--- src/rtl/axi4_lite_pkg.sv ---
// Shared AXI4-Lite definitions: response codes, adapter FSM encoding, default protection.
// Latency: none (types and constants only).
// Backpressure: not applicable.
package axi4_lite_pkg;

    // AXI response codes as they appear on BRESP/RRESP
    typedef enum logic [1:0] {
        RESP_OKAY   = 2'b00,
        RESP_EXOKAY = 2'b01,
        RESP_SLVERR = 2'b10,
        RESP_DECERR = 2'b11
    } axi_resp_e;

    // Adapter FSM encoding, kept as plain constants so older tools can read it
    typedef logic [2:0] fsm_state_t;
    localparam fsm_state_t ST_IDLE    = 3'd0;
    localparam fsm_state_t ST_WRITE   = 3'd1;
    localparam fsm_state_t ST_WR_RESP = 3'd2;
    localparam fsm_state_t ST_READ    = 3'd3;
    localparam fsm_state_t ST_RD_RESP = 3'd4;

    // Unprivileged, secure, data access
    localparam logic [2:0] AXI_PROT_DEFAULT = 3'b000;

    // SLVERR and DECERR both report as an error to the local side
    function automatic logic resp_is_err(input logic [1:0] resp);
        return (resp == RESP_SLVERR) || (resp == RESP_DECERR);
    endfunction

endpackage

--- src/rtl/axi4_lite_master_adapter.sv ---
// Turns single local read/write requests into AXI4-Lite transactions, one outstanding at a time.
// Latency: zero-wait slave gives accept in cycle 0, rsp_valid (and req_ready again) in cycle 3.
// Backpressure: req_ready is low from accept until the completion cycle; AXI valids hold until handshake.
module axi4_lite_master_adapter
    import axi4_lite_pkg::*;
#(
    parameter int AXI_ADDR_WIDTH = 12,
    parameter int AXI_DATA_WIDTH = 32
) (
    input  logic                        aclk,
    input  logic                        areset,

    input  logic                        req_valid,
    output logic                        req_ready,
    input  logic                        req_write,
    input  logic [AXI_ADDR_WIDTH-1:0]   req_addr,
    input  logic [AXI_DATA_WIDTH-1:0]   req_wdata,
    input  logic [AXI_DATA_WIDTH/8-1:0] req_wstrb,

    output logic                        rsp_valid,
    output logic [AXI_DATA_WIDTH-1:0]   rsp_rdata,
    output logic                        rsp_err,

    output logic [AXI_ADDR_WIDTH-1:0]   awaddr,
    output logic [2:0]                  awprot,
    output logic                        awvalid,
    input  logic                        awready,

    output logic [AXI_DATA_WIDTH-1:0]   wdata,
    output logic [AXI_DATA_WIDTH/8-1:0] wstrb,
    output logic                        wvalid,
    input  logic                        wready,

    input  logic [1:0]                  bresp,
    input  logic                        bvalid,
    output logic                        bready,

    output logic [AXI_ADDR_WIDTH-1:0]   araddr,
    output logic [2:0]                  arprot,
    output logic                        arvalid,
    input  logic                        arready,

    input  logic [AXI_DATA_WIDTH-1:0]   rdata,
    input  logic [1:0]                  rresp,
    input  logic                        rvalid,
    output logic                        rready
);

    localparam int STRB_W = AXI_DATA_WIDTH / 8;

    fsm_state_t                r_state;
    logic [AXI_ADDR_WIDTH-1:0] r_addr;
    logic [AXI_DATA_WIDTH-1:0] r_wdata;
    logic [STRB_W-1:0]         r_wstrb;
    logic                      r_awvalid;
    logic                      r_wvalid;
    logic                      r_arvalid;
    logic                      r_rsp_valid;
    logic                      r_rsp_err;
    logic [AXI_DATA_WIDTH-1:0] r_rsp_rdata;

    logic w_accept;
    logic w_aw_fin;
    logic w_w_fin;
    logic w_b_hs;
    logic w_r_hs;

    // A channel counts as finished once its valid has dropped or it handshakes this cycle;
    // valid is only ever cleared by its own handshake, so a low valid inside WRITE means done.
    assign w_accept = req_valid && (r_state == ST_IDLE);
    assign w_aw_fin = !r_awvalid || awready;
    assign w_w_fin  = !r_wvalid  || wready;
    assign w_b_hs   = (r_state == ST_WR_RESP) && bvalid;
    assign w_r_hs   = (r_state == ST_RD_RESP) && rvalid;

    assign req_ready = (r_state == ST_IDLE);
    assign bready    = (r_state == ST_WR_RESP);
    assign rready    = (r_state == ST_RD_RESP);

    assign awaddr  = r_addr;
    assign awprot  = AXI_PROT_DEFAULT;
    assign awvalid = r_awvalid;
    assign wdata   = r_wdata;
    assign wstrb   = r_wstrb;
    assign wvalid  = r_wvalid;
    assign araddr  = r_addr;
    assign arprot  = AXI_PROT_DEFAULT;
    assign arvalid = r_arvalid;

    assign rsp_valid = r_rsp_valid;
    assign rsp_err   = r_rsp_err;
    assign rsp_rdata = r_rsp_rdata;

    // Capture the request payload on accept; it stays stable for the whole transaction
    always_ff @(posedge aclk or posedge areset) begin
        if (areset) begin
            r_addr  <= '0;
            r_wdata <= '0;
            r_wstrb <= '0;
        end else if (w_accept) begin
            r_addr  <= req_addr;
            r_wdata <= req_wdata;
            r_wstrb <= req_wstrb;
        end
    end

    // Transaction FSM and the AW/W/AR valids it owns
    always_ff @(posedge aclk or posedge areset) begin
        if (areset) begin
            r_state   <= ST_IDLE;
            r_awvalid <= 1'b0;
            r_wvalid  <= 1'b0;
            r_arvalid <= 1'b0;
        end else begin
            case (r_state)
                ST_IDLE: begin
                    if (w_accept) begin
                        r_state   <= req_write ? ST_WRITE : ST_READ;
                        r_awvalid <= req_write;
                        r_wvalid  <= req_write;
                        r_arvalid <= !req_write;
                    end
                end
                ST_WRITE: begin
                    if (r_awvalid && awready) r_awvalid <= 1'b0;
                    if (r_wvalid && wready)   r_wvalid  <= 1'b0;
                    if (w_aw_fin && w_w_fin)  r_state   <= ST_WR_RESP;
                end
                ST_WR_RESP: begin
                    if (bvalid) r_state <= ST_IDLE;
                end
                ST_READ: begin
                    if (arready) begin
                        r_arvalid <= 1'b0;
                        r_state   <= ST_RD_RESP;
                    end
                end
                ST_RD_RESP: begin
                    if (rvalid) r_state <= ST_IDLE;
                end
                default: begin
                    r_state   <= ST_IDLE;
                    r_awvalid <= 1'b0;
                    r_wvalid  <= 1'b0;
                    r_arvalid <= 1'b0;
                end
            endcase
        end
    end

    // Completion pulse one cycle after the B/R handshake; rdata only moves on reads
    always_ff @(posedge aclk or posedge areset) begin
        if (areset) begin
            r_rsp_valid <= 1'b0;
            r_rsp_err   <= 1'b0;
            r_rsp_rdata <= '0;
        end else begin
            r_rsp_valid <= w_b_hs || w_r_hs;
            if (w_b_hs) begin
                r_rsp_err <= resp_is_err(bresp);
            end else if (w_r_hs) begin
                r_rsp_err   <= resp_is_err(rresp);
                r_rsp_rdata <= rdata;
            end
        end
    end

endmodule
--- config.mk ---
export PLATFORM = sky130hd
export DESIGN_NAME = axi4_lite_master_adapter
export DESIGN_NICKNAME = d
export VERILOG_FILES = /design/src/rtl/axi4_lite_pkg.sv /design/src/rtl/axi4_lite_master_adapter.sv
export SDC_FILE = /design/constraint.sdc
export NUM_CORES = 1
export LEC_CHECK = 0
export CELL_PAD_IN_SITES_DETAIL_PLACEMENT = 1
export CELL_PAD_IN_SITES_GLOBAL_PLACEMENT = 2
export CORE_MARGIN = 1.5
export CORE_UTILIZATION = 24
export DETAILED_ROUTE_END_ITERATION = 7
export PLACE_DENSITY = 0.89
export SYNTH_ARGS = -nofsm -noshare
export SYNTH_HDL_FRONTEND = slang
export SYNTH_SLANG_ARGS = --single-unit
--- constraint.sdc ---
create_clock -name aclk -period 3.9 [get_ports aclk]
set_clock_uncertainty 0.15 [all_clocks]
set_input_delay 0.78 -clock aclk [delete_from_list [all_inputs] [get_ports aclk]]
set_output_delay 0.78 -clock aclk [all_outputs]
set_load 0.05 [all_outputs]
* Word-level counts from Yosys, hierarchy flattened
Index checks and enable logic that the tools add are counted.
Widths: inputs -> output; s select.
** Word-level totals
- Memory bits (writable) :: 0
- ROM bits :: 0
- Flip-flop bits (word level) :: 88
- Bits in latches :: 0
- Input port bits :: 93
- Memories kept :: 0
- Output and inout bits :: 106
** Cells by class
- Divide/modulo/power cells :: 0
- Mux-type cells :: 17
- Bitwise operators :: 3
- Multipliers :: 0
- Shift operators :: 0
- Add/subtract/negate cells :: 0
- Reductions and logical operators :: 23
- Equality and inequality tests :: 15
- Magnitude comparators :: 0
** Operators with widths (number)
- $mux 3 :: 5
- $pmux 3 s5 :: 1
- $ne 2x2->1 const B :: 6
- $pmux 1 s3 :: 3
- $reduce_and 3->1 :: 3
- $eq 2x2->1 const B :: 4
- $mux 1 :: 7
- $eq 3x2->1 const B :: 2
- $logic_and 1x1->1 :: 6
- $reduce_or 3->1 :: 2
- $logic_or 1x1->1 :: 5
- $reduce_and 5->1 :: 1
- $eq 3x1->1 const B :: 1
- $eq 3x3->1 const B :: 1
- $logic_not 1->1 :: 3
- $logic_not 3->1 :: 1
- $not 1->1 :: 3
- $mux 2 :: 1
- $ne 2x1->1 const B :: 1
- $reduce_and 2->1 :: 1
- $reduce_bool 2->1 :: 1

* Depth between registers and ports, before layout
- Depth in word-level cells :: 5
- Depth in mapped cells :: 6
- Gate-level depth less buffers :: 3

* Worst setup path before layout
No wires, ideal clock.
- Path kind :: flip-flop to output port
- Start point :: register r_state[1]
- End point :: output bready
- Path slack :: 1112 ps
- Arrival time :: 1858 ps
- Cell stages (with the launch flop) :: 3
- Buffers on the path :: 1
- Path through :: dfrtp_1 > buf_2 > nor3b_1
** On the way
- Longest elaborated chain between the ends :: 1
** RTL lines
- from (decl) :: RTL line axi4_lite_master_adapter.sv:51 : fsm_state_t r_state;
- from (signal assigned) :: RTL line axi4_lite_master_adapter.sv:118 : r_state <= req_write ? ST_WRITE : ST_READ;
- $eq 3x2->1 :: RTL line axi4_lite_master_adapter.sv:77 : assign bready = (r_state == ST_WR_RESP);
- to (decl) :: RTL line axi4_lite_master_adapter.sv:36 : output logic bready,
Every way passes these cells.

* Final worst setup path
Ends and elaborated chain as after synthesis.

==> impl_metrics.tcl <==
set metrics [dict create \
    rsz0062_at_grt "no" \
    hp-class "flop to flop" \
    synth.distinct_cells 25 \
    maxSlewViolCount 0 \
    grt_max_degree 46 \
    yosysTopAreaCell "dfrtp_1" \
    avgSynthCellArea_um2 15.1 \
    reg2reg_to "rsp_rdata[5]$_DFFE_PP0P_" \
    status "complete, no violations" \
    yosysTopAreaCellShare_pct 61.7 \
    antenna_found_initial 0 \
    start_util_pct 24.6 \
    synthToLayoutAreaGrowth_pct 63.2 \
    drtIter0Drc 88 \
    start_kind "flop" \
    drt_pre_antenna_iters 4 \
    final_layout_size_suffix_gt1_share_pct 24.3 \
    htree_num_levels 3 \
    cts_root_buffer "clkbuf_16" \
    cts_tree "yes" \
    r2r_cells 3 \
    wl_per_cell_um 16.3 \
    coreArea_mm2 0.0145 \
    crit_arrival_ns 2.33 \
    io_pins 199 \
    ys_seq_area_share_pct 61.7 \
    antenna_cells 0 \
    hold_violations 0 \
    netlist_top_cells_area "dfrtp_1, mux2_2, buf_4, inv_1, nor4b_4" \
    hold_depth 1 \
    stdcell_count 604 \
    layout_common_cells "clkdlybuf4s50_1, dfrtp_1, mux2_2" \
    route.detailed.drc 0 \
    hpwl_um 7450 \
    hold_path_end "wstrb[0]$_DFFE_PP0P_" \
    numCtsBuffers 9 \
    hold_start "wstrb[0]$_DFFE_PP0P_" \
    synthCells 237 \
    clkSlewWorstSetupHoldPaths_ns 0.06 \
    drtAntennaViolNets 0 \
    dp_cells 590 \
    via_per_inst 4.29 \
    via_count 2589 \
    syn-cell-area_mm2 0.00357 \
    setup_violations 0 \
    drv_cap 0 \
    r2r-start "r_state[0]$_DFFE_PP0P_" \
    worstSkewPairLatency_ns 0.33 \
    setup_tns_ns 0 \
    wl_um 9820 \
    required_ns 2.97 \
    cts_buffer_depth 2 \
    ff2ff_setup_slack_ns 1.77 \
    die_w_um 125 \
    post_cts_buffers 0 \
    postCtsHoldBufs 0 \
    max-slew-margin-rel_pct 45.5 \
    rows 44 \
    period_minus_slack_ns 3.26 \
    clkSinkCount 88 \
    yosys_warnings 0 \
    layout.nets 510 \
    worstPathMaxFanout 12 \
    io_buffer_count 190 \
    grt_pass1_vias 2933 \
    fin_crit_sh_pct 83.6 \
    die_area_mm2 0.0156 \
    worstSetupPathType "flop to output port" \
    grt_overflow 0 \
    timing.fmax_mhz 307 \
    gr-usage-all-layers_pct 13.1 \
    die_y_um 125 \
    synth_seq_cells 88 \
    ctsResizeCount 0 \
    worst_setup_path_end_kind "output port" \
    gp_congestion 0.714 \
    n_fill_cell 1542 \
    tightest_slew_ns 0.817 \
    grt_pass1_wl_um 16200 \
    layout_commonest_cell "clkdlybuf4s50_1" \
]
## per-stage QoR
step	util [%]	cell area (µm²)	setup slack, ns	hold slack, ns
floorplan	-	3590	0.691	0.497
global placement	38.3	5570	1.01	0.338
detailed placement	38.3	5570	0.953	0.346
CTS	40.1	5830	0.592	0.359
global route	40.1	5830	0.514	0.375
finish	40.1	5830	0.640	0.354
## critical path, stage by stage (launching register included)
cell	delay [ns]
dfrtp_1	0.64
nor3b_1	0.46
clkdlybuf4s50_1	0.90
## final cells by class
| type | instances | area, µm² | area share, % |
|---|---|---|---|
| inverter | 7 | 27.5 | 0.472 |
| tap | 184 | 230 | 3.95 |
| clock buffer | 10 | 239 | 4.10 |
| multi-input combinational | 117 | 1160 | 19.9 |
| sequential | 88 | 2200 | 37.8 |
| timing repair buffer | 194 | 1940 | 33.4 |
| clock inverter | 4 | 22.5 | 0.387 |
## flip-flops by register name, summed over array words and instances, names as in the netlist
signal	cells
wdata	32
awvalid	1
r_state	3
wstrb	4
rsp_rdata	32
araddr	12
arvalid	1
wvalid	1
rsp_err	1
rsp_valid	1
## kinds of logic after synthesis
logic type / count (synthesis) / share of synthesized area [%]
compound gates: 14 / 3.01
buf+inv: 37 / 6.76
simple gates: 16 / 2.91
mux: 81 / 25.5
other cells: 1 / 0.105
flops: 88 / 61.7
## per-layer routing
metal	vias to the layer above	routed length [µm]	GRT usage [%]
li1	1163	-	-
met4	0	196	5.88
met2	111	5000	22.0
met5	-	0	0
met3	14	754	4.45
met1	1301	3860	15.3
## how the worst max path moves through the flow
stage | start | cells past startpoint | slack, ns | end
2_1_floorplan | areset | 1 | 0.69 | araddr[0]$_DFFE_PP0P_
3_3_place_gp | rvalid | 4 | 1.01 | rsp_rdata[18]$_DFFE_PP0P_
3_5_place_dp | r_state[1]$_DFFE_PP0P_ | 2 | 0.95 | bready
4_1_cts | r_state[1]$_DFFE_PP0P_ | 2 | 0.59 | bready
5_1_grt | r_state[1]$_DFFE_PP0P_ | 2 | 0.51 | bready
6_report | r_state[1]$_DFFE_PP0P_ | 2 | 0.64 | bready
## Yosys cell counts
cell / count
a41o_1: 1
o31a_1: 1
o2bb2a_1: 1
nand2b_1: 1
o21ai_0: 2
conb_1: 1
a32oi_1: 1
nor3_1: 3
nor2_1: 3
nor4b_4: 1
a32o_1: 1
a221o_1: 1
o32ai_1: 1
a21oi_1: 3
a221oi_1: 1
mux2_2: 81
buf_2: 4
a21o_1: 1
nor4bb_1: 1
nand2_1: 3
nor3b_1: 1
inv_1: 7
buf_4: 26
nor4_1: 3
dfrtp_1: 88
Power is not shown: default switching activity piles up to over one toggle a cycle in this logic, so the estimate is an artifact.
